**config.mk**
```make
export PLATFORM = sky130hd
export DESIGN_NAME = instr_mem_sync
export DESIGN_NICKNAME = d
export VERILOG_FILES = /design/src/rtl/instr_mem_sync.sv
export SDC_FILE = /design/constraint.sdc
export NUM_CORES = 2
export LEC_CHECK = 0
export ABC_AREA = 1
export CAP_MARGIN = 20
export CELL_PAD_IN_SITES_DETAIL_PLACEMENT = 2
export CELL_PAD_IN_SITES_GLOBAL_PLACEMENT = 2
export CORE_UTILIZATION = 29
export CTS_CLUSTER_DIAMETER = 100
export CTS_CLUSTER_SIZE = 28
export DETAILED_ROUTE_END_ITERATION = 10
export PLACE_DENSITY_LB_ADDON = 0.08
export SYNTH_ARGS = -nofsm -noshare
export SYNTH_HDL_FRONTEND = slang
export SYNTH_SLANG_ARGS = --single-unit
export TNS_END_PERCENT = 100
```
**constraint.sdc**
```tcl
create_clock -name clk -period 5.4 [get_ports clk]
set_input_delay 1.35 -clock clk [delete_from_list [all_inputs] [get_ports clk]]
set_output_delay 1.35 -clock clk [all_outputs]
set_load 0.03 [all_outputs]
```
**src/rtl/instr_mem_sync.sv**
```systemverilog
// Synchronous-read instruction memory for the fetch stage: byte-addressed fetch with one-cycle latency,
// a run-time programming port, a post-reset clear sequencer, and misaligned/out-of-range fault reporting.
module instr_mem_sync #(
  parameter  int                XLEN      = 32,
  parameter  int                DEPTH     = 64,
  localparam int                ADDR_W    = $clog2(DEPTH),
  parameter  logic [XLEN-1:0]   FILL_WORD = 32'h00000013
) (
  input  logic              clk,
  input  logic              reset,
  input  logic              fetch_req,
  input  logic [XLEN-1:0]   fetch_addr,
  output logic              fetch_ready,
  output logic              fetch_valid,
  output logic [XLEN-1:0]   fetch_instr,
  output logic              fetch_fault,
  input  logic              prog_we,
  input  logic [ADDR_W-1:0] prog_addr,
  input  logic [XLEN-1:0]   prog_data,
  output logic              busy
);

  typedef enum logic {CLEAR, READY} state_e;

  state_e            state_q, state_d;
  logic [ADDR_W-1:0] clr_idx_q, clr_idx_d;
  logic              fetch_valid_q, fetch_fault_q;
  logic [XLEN-1:0]   fetch_instr_q;

  logic [XLEN-1:0]   mem [DEPTH];

  logic              accept, misaligned, out_of_range, fault;
  logic [ADDR_W-1:0] rd_idx;
  logic              wr_en;
  logic [ADDR_W-1:0] wr_idx;
  logic [XLEN-1:0]   wr_data;

  assign fetch_ready  = (state_q == READY);
  assign busy         = (state_q == CLEAR);
  assign accept       = fetch_req & fetch_ready;
  assign rd_idx       = fetch_addr[ADDR_W+1:2];
  assign misaligned   = |fetch_addr[1:0];
  assign out_of_range = |(fetch_addr >> (ADDR_W + 2));
  assign fault        = misaligned | out_of_range;

  // Single write port: the clear sequencer owns it in CLEAR, the loader in READY.
  always_comb begin
    state_d   = state_q;
    clr_idx_d = clr_idx_q;
    wr_en     = 1'b0;
    wr_idx    = prog_addr;
    wr_data   = prog_data;
    case (state_q)
      CLEAR: begin
        wr_en     = 1'b1;
        wr_idx    = clr_idx_q;
        wr_data   = FILL_WORD;
        clr_idx_d = clr_idx_q + 1'b1;
        if (clr_idx_q == ADDR_W'(DEPTH - 1)) state_d = READY;
      end
      READY: begin
        wr_en = prog_we;
      end
      default: state_d = CLEAR;
    endcase
    if (reset) wr_en = 1'b0;
  end

  always_ff @(posedge clk) begin
    if (reset) begin
      state_q   <= CLEAR;
      clr_idx_q <= '0;
    end else begin
      state_q   <= state_d;
      clr_idx_q <= clr_idx_d;
    end
  end

  // Read uses the pre-write array contents, so a same-edge write is seen only by later fetches.
  always_ff @(posedge clk) begin
    if (reset) begin
      fetch_valid_q <= 1'b0;
      fetch_fault_q <= 1'b0;
      fetch_instr_q <= FILL_WORD;
    end else begin
      fetch_valid_q <= accept;
      fetch_fault_q <= accept & fault;
      if (accept) fetch_instr_q <= fault ? FILL_WORD : mem[rd_idx];
    end
  end

  always_ff @(posedge clk) begin
    if (wr_en) mem[wr_idx] <= wr_data;
  end

  assign fetch_valid = fetch_valid_q;
  assign fetch_fault = fetch_fault_q;
  assign fetch_instr = fetch_instr_q;

endmodule

```
==> PnR_summary.wiki <==
{| class="wikitable"
! Metric !! Value
|-
| Clock insertion delay at the later pin of the skew report || 810 ps
|-
| Number of distinct library cells after synthesis || 26
|-
| Worst Setup Slack post-DPL || 808.4 ps
|-
| Capture endpoint of the worst hold path || fetch_instr[24]
|-
| Comb pwr share || 6.2%
|-
| #FFs+latches synth || 2,089
|-
| Worst-path maximum fanout || 77
|-
| Crit path capture type || flip-flop
|-
| Net Sw Frac || 25.38%
|-
| Peak VDD IR || 0.0002959 V
|-
| Remaining design rule violation count || 0
|-
| Bufs on Longest Clock Path || 3
|-
| Portion of the post-synthesis area used by sequential elements || 74.50%
|-
| Total standard cell area after synthesis || 83,650 µm²
|-
| Average wire per standard cell || 29.94 µm
|-
| Clock network fraction of total power || 35.1%
|-
| Final worst-path setup slack || 1593 ps
|-
| Cts bufs inserted || 113
|-
| Pin count of the biggest net entering global routing || 163
|-
| Post-CTS Repair Setup Buffers || 0
|-
| Cell Pwr Density || 316.0 nW/µm²
|-
| Critical path launch point type || primary input
|-
| Worst clock skew on the final layout || 37.18 ps
|-
| Die span in y || 539.1 µm
|-
| Instance count of the mapped netlist || 6,945
|-
| Post-detailed-routing wire length || 323,800 µm
|-
| Slew at the pin closest to its max-slew limit || 1161 ps
|-
| Detailed-routing iteration count for the pre-antenna-repair pass || 5
|-
| Post-synthesis async set-or-reset flop share || 0%
|-
| Global-route wire length before repair || 454,300 µm
|-
| Worst hold path cell count || 2
|-
| Fillers || 29.68k
|-
| Number of DRC markers in iteration 0 || 4,501
|-
| Initial core utilization || 29.25%
|-
| Signal arrival time at the worst endpoint || 4560 ps
|-
| Launching point of the worst reg2reg path || fetch_ready
|-
| Global-route total usage across every layer || 21.91%
|-
| Clock tree from TritonCTS || yes
|-
| Final setup violation count || 0
|-
| Multi-input logic area || 19,420 µm²
|-
| Relative slew slack || 22.58%
|-
| Shortest period the worst path allows || 3807 ps
|-
| Boundary pin count || 110
|-
| Critical path data required time || 6150 ps
|-
| Die width || 539.1 µm
|-
| Switching power total || 7.592 mW
|-
| Via count normalized by instance count || 5.186
|-
| Storage cell area || 62,320 µm²
|-
| Ys Warns || 0
|-
| Worst path max stage delay || 470 ps
|-
| Fraction of final layout cells with drive strength greater than 1 || 7.894%
|-
| Final net count || 7,022
|-
| Setup CP Type || in2reg
|-
| Final Hold Viols || 0
|-
| Number of nets with antenna violations after routing || 0
|-
| Biggest area consumer among synthesized cells || edfxtp_1
|-
| Slowest library cell on the worst path || nand3_1
|-
| Placer Congestion || 0.7512
|-
| Number of buffers added on ports || 109
|-
| Highest clock frequency the design can meet || 262.7 MHz
|-
| CTS clk-pin slew, worst paths || 120 ps
|-
| Path type of the worst min-delay path || reg2reg
|-
| Average footprint of a synthesized cell || 12.04 µm²
|-
| Count of flip-flops with a built-in enable after synthesis || 2,048
|-
| Count of vias placed by the detailed router || 56.08k
|-
| Part of the power in registers || 58.7%
|-
| Post-synth net total || 7,020
|-
| Worst reg2reg path depth || 8
|-
| Die outline area || 290,600 µm²
|-
| Synth area leaders || edfxtp_1 (74%), nand3_1 (12%), nand2_1 (9.9%), buf_2 (1.8%), dfxtp_1 (0.98%)
|-
| Most used DFF post-synth || edfxtp_1
|-
| Post-route total power || 29.91 mW
|-
| DP HPWL || 179,700 µm
|-
| Synth top cells by count || nand2_1 (2,203), edfxtp_1 (2,048), nand3_1 (1,990), buf_2 (297), clkbuf_1 (92)
|-
| Remaining Overflow, GRT || 0
|-
| Static leakage || 32.78 nW
|-
| CP most frequent cell || nand3_1
|-
| Share of the core filled with cells || 33.10%
|-
| Worst hold margin || 479.3 ps
|-
| Number of antenna violations at the first check in global routing || 31
|-
| Share of the synthesized area in the top cell type || 73.52%
|-
| Final slew viol count || 0
|-
| Period utilization || 70.49%
|-
| Most repeated cell in the gate-level netlist after synthesis || nand2_1
|-
| Synthesis-to-finish area growth || 13.16%
|-
| Unrepaired setup endpoints after global routing || no
|-
| Outcome || finished clean
|-
| Register-to-Register Setup Slack || 2140 ps
|-
| Std-Cell Rows || 196
|-
| Vias in the first global route || 58.73k
|-
| Clk sink count || 2,089
|-
| Cell internal pwr || 22.32 mW
|-
| Startpoint of the worst hold path || fetch_instr[24]
|-
| Hold_buf cts || 0
|-
| CTS H-Tree Depth || 3
|-
| Clock Root Buffer || clkbuf_16
|-
| FF-to-FF End || mem[55][22]
|-
| Core Box Area || 285,900 µm²
|-
| Worst-path cell chain || buf_8 -> inv_16 -> buf_12 -> buf_4 -> nand2_1 -> nand3_1 -> nand3_1 -> nand3_1 -> nand3_1 -> nand3_1 -> nand3_1 -> a21oi_1
|-
| Count of maximum capacitance violations || 0
|-
| Post-CTS resize count || 0
|}
[registers in the layout, summed over array words and instances (netlist names)]
name	count
fetch_ready	1
fetch_fault	1
fetch_valid	1
fetch_instr	32
clr_idx_q	6
mem	2048
[cells in the final DEF (no fill, tap or decap), types with 14 or more instances in the layout]
cell type	synthesis	routed
edfxtp_1	2048	2048
inv_2	5	30
nand2_1	2203	2202
clkbuf_16	0	116
inv_8	0	20
nor2_1	83	26
dfxtp_1	41	40
clkdlybuf4s50_1	0	102
nor2_4	0	57
buf_12	0	94
nand3_1	1990	1990
buf_4	17	145
a21oi_1	36	36
inv_6	0	22
clkinv_8	0	14
[per-layer routing]
metal | GRT usage [%] | share of wire [%]
met1 | 31.69 | 48
met2 | 35.56 | 46
met3 | 2.026 | 3.4
met4 | 4.781 | 2.2
met5 | 0 | 0.0040
[cells by family after synthesis]
family	after synthesis	share of synthesized area, %
AND/OR/NAND/NOR	4303	22.36
flip-flops	2089	74.50
buffers and inverters	508	2.855
AO/OA/AOI/OAI	44	0.2722
adder cells (fa/ha/maj)	1	0.01496
[worst max-delay path by stage]
stage	startpoint	to	slack, ps
after global placement	fetch_addr[2]	fetch_instr[11]	830
after detailed placement	fetch_addr[2]	fetch_instr[11]	810
after global routing	fetch_addr[2]	fetch_instr[11]	1560
after CTS	fetch_instr[11]	fetch_instr[11]	1580
after floorplan	prog_addr[4]	mem[40][0]	-330
final	fetch_addr[2]	fetch_instr[11]	1590
[power by group through the flow]
| stage | Combinational (mW) | Sequential (mW) | Clock, mW |
|---|---|---|---|
| 2_1_floorplan | 1.02 | 17.9 | 0 |
| 3_3_place_gp | 1.89 | 17.9 | 0 |
| 3_5_place_dp | 1.90 | 17.9 | 0 |
| 4_1_cts | 1.91 | 17.6 | 10.8 |
| 5_1_grt | 2.02 | 17.6 | 11.3 |
| 6_report | 1.86 | 17.6 | 10.5 |
[final cells by class]
cell class	count	area share [%]
timing repair buffer	347	4.289
antenna	9	0.02379
clock inverter	83	0.9649
sequential	2089	65.84
tap	3762	4.973
clock buffer	128	3.157
inverter	48	0.2366
multi-input combinational	4348	20.52
[through the flow]
stage / std cells / instance area (µm²) / TNS [ps]
2_1_floorplan: 6945 / 83650 / -62770
3_3_place_gp: 10590 / 90590 / 0
3_5_place_dp: 10590 / 90690 / 0
4_1_cts: 10800 / 94590 / 0
5_1_grt: 10810 / 94640 / 0
6_report: 10810 / 94660 / 0
[worst max-delay path, delay by kind of cell]
kind | cells | cell delay [ps]
and+or+nand+nor | 7 | 1410
buffers and inverters | 4 | 1350
AOI/OAI and AO/OA | 1 | 190
Power figures use the tool's default switching activity.
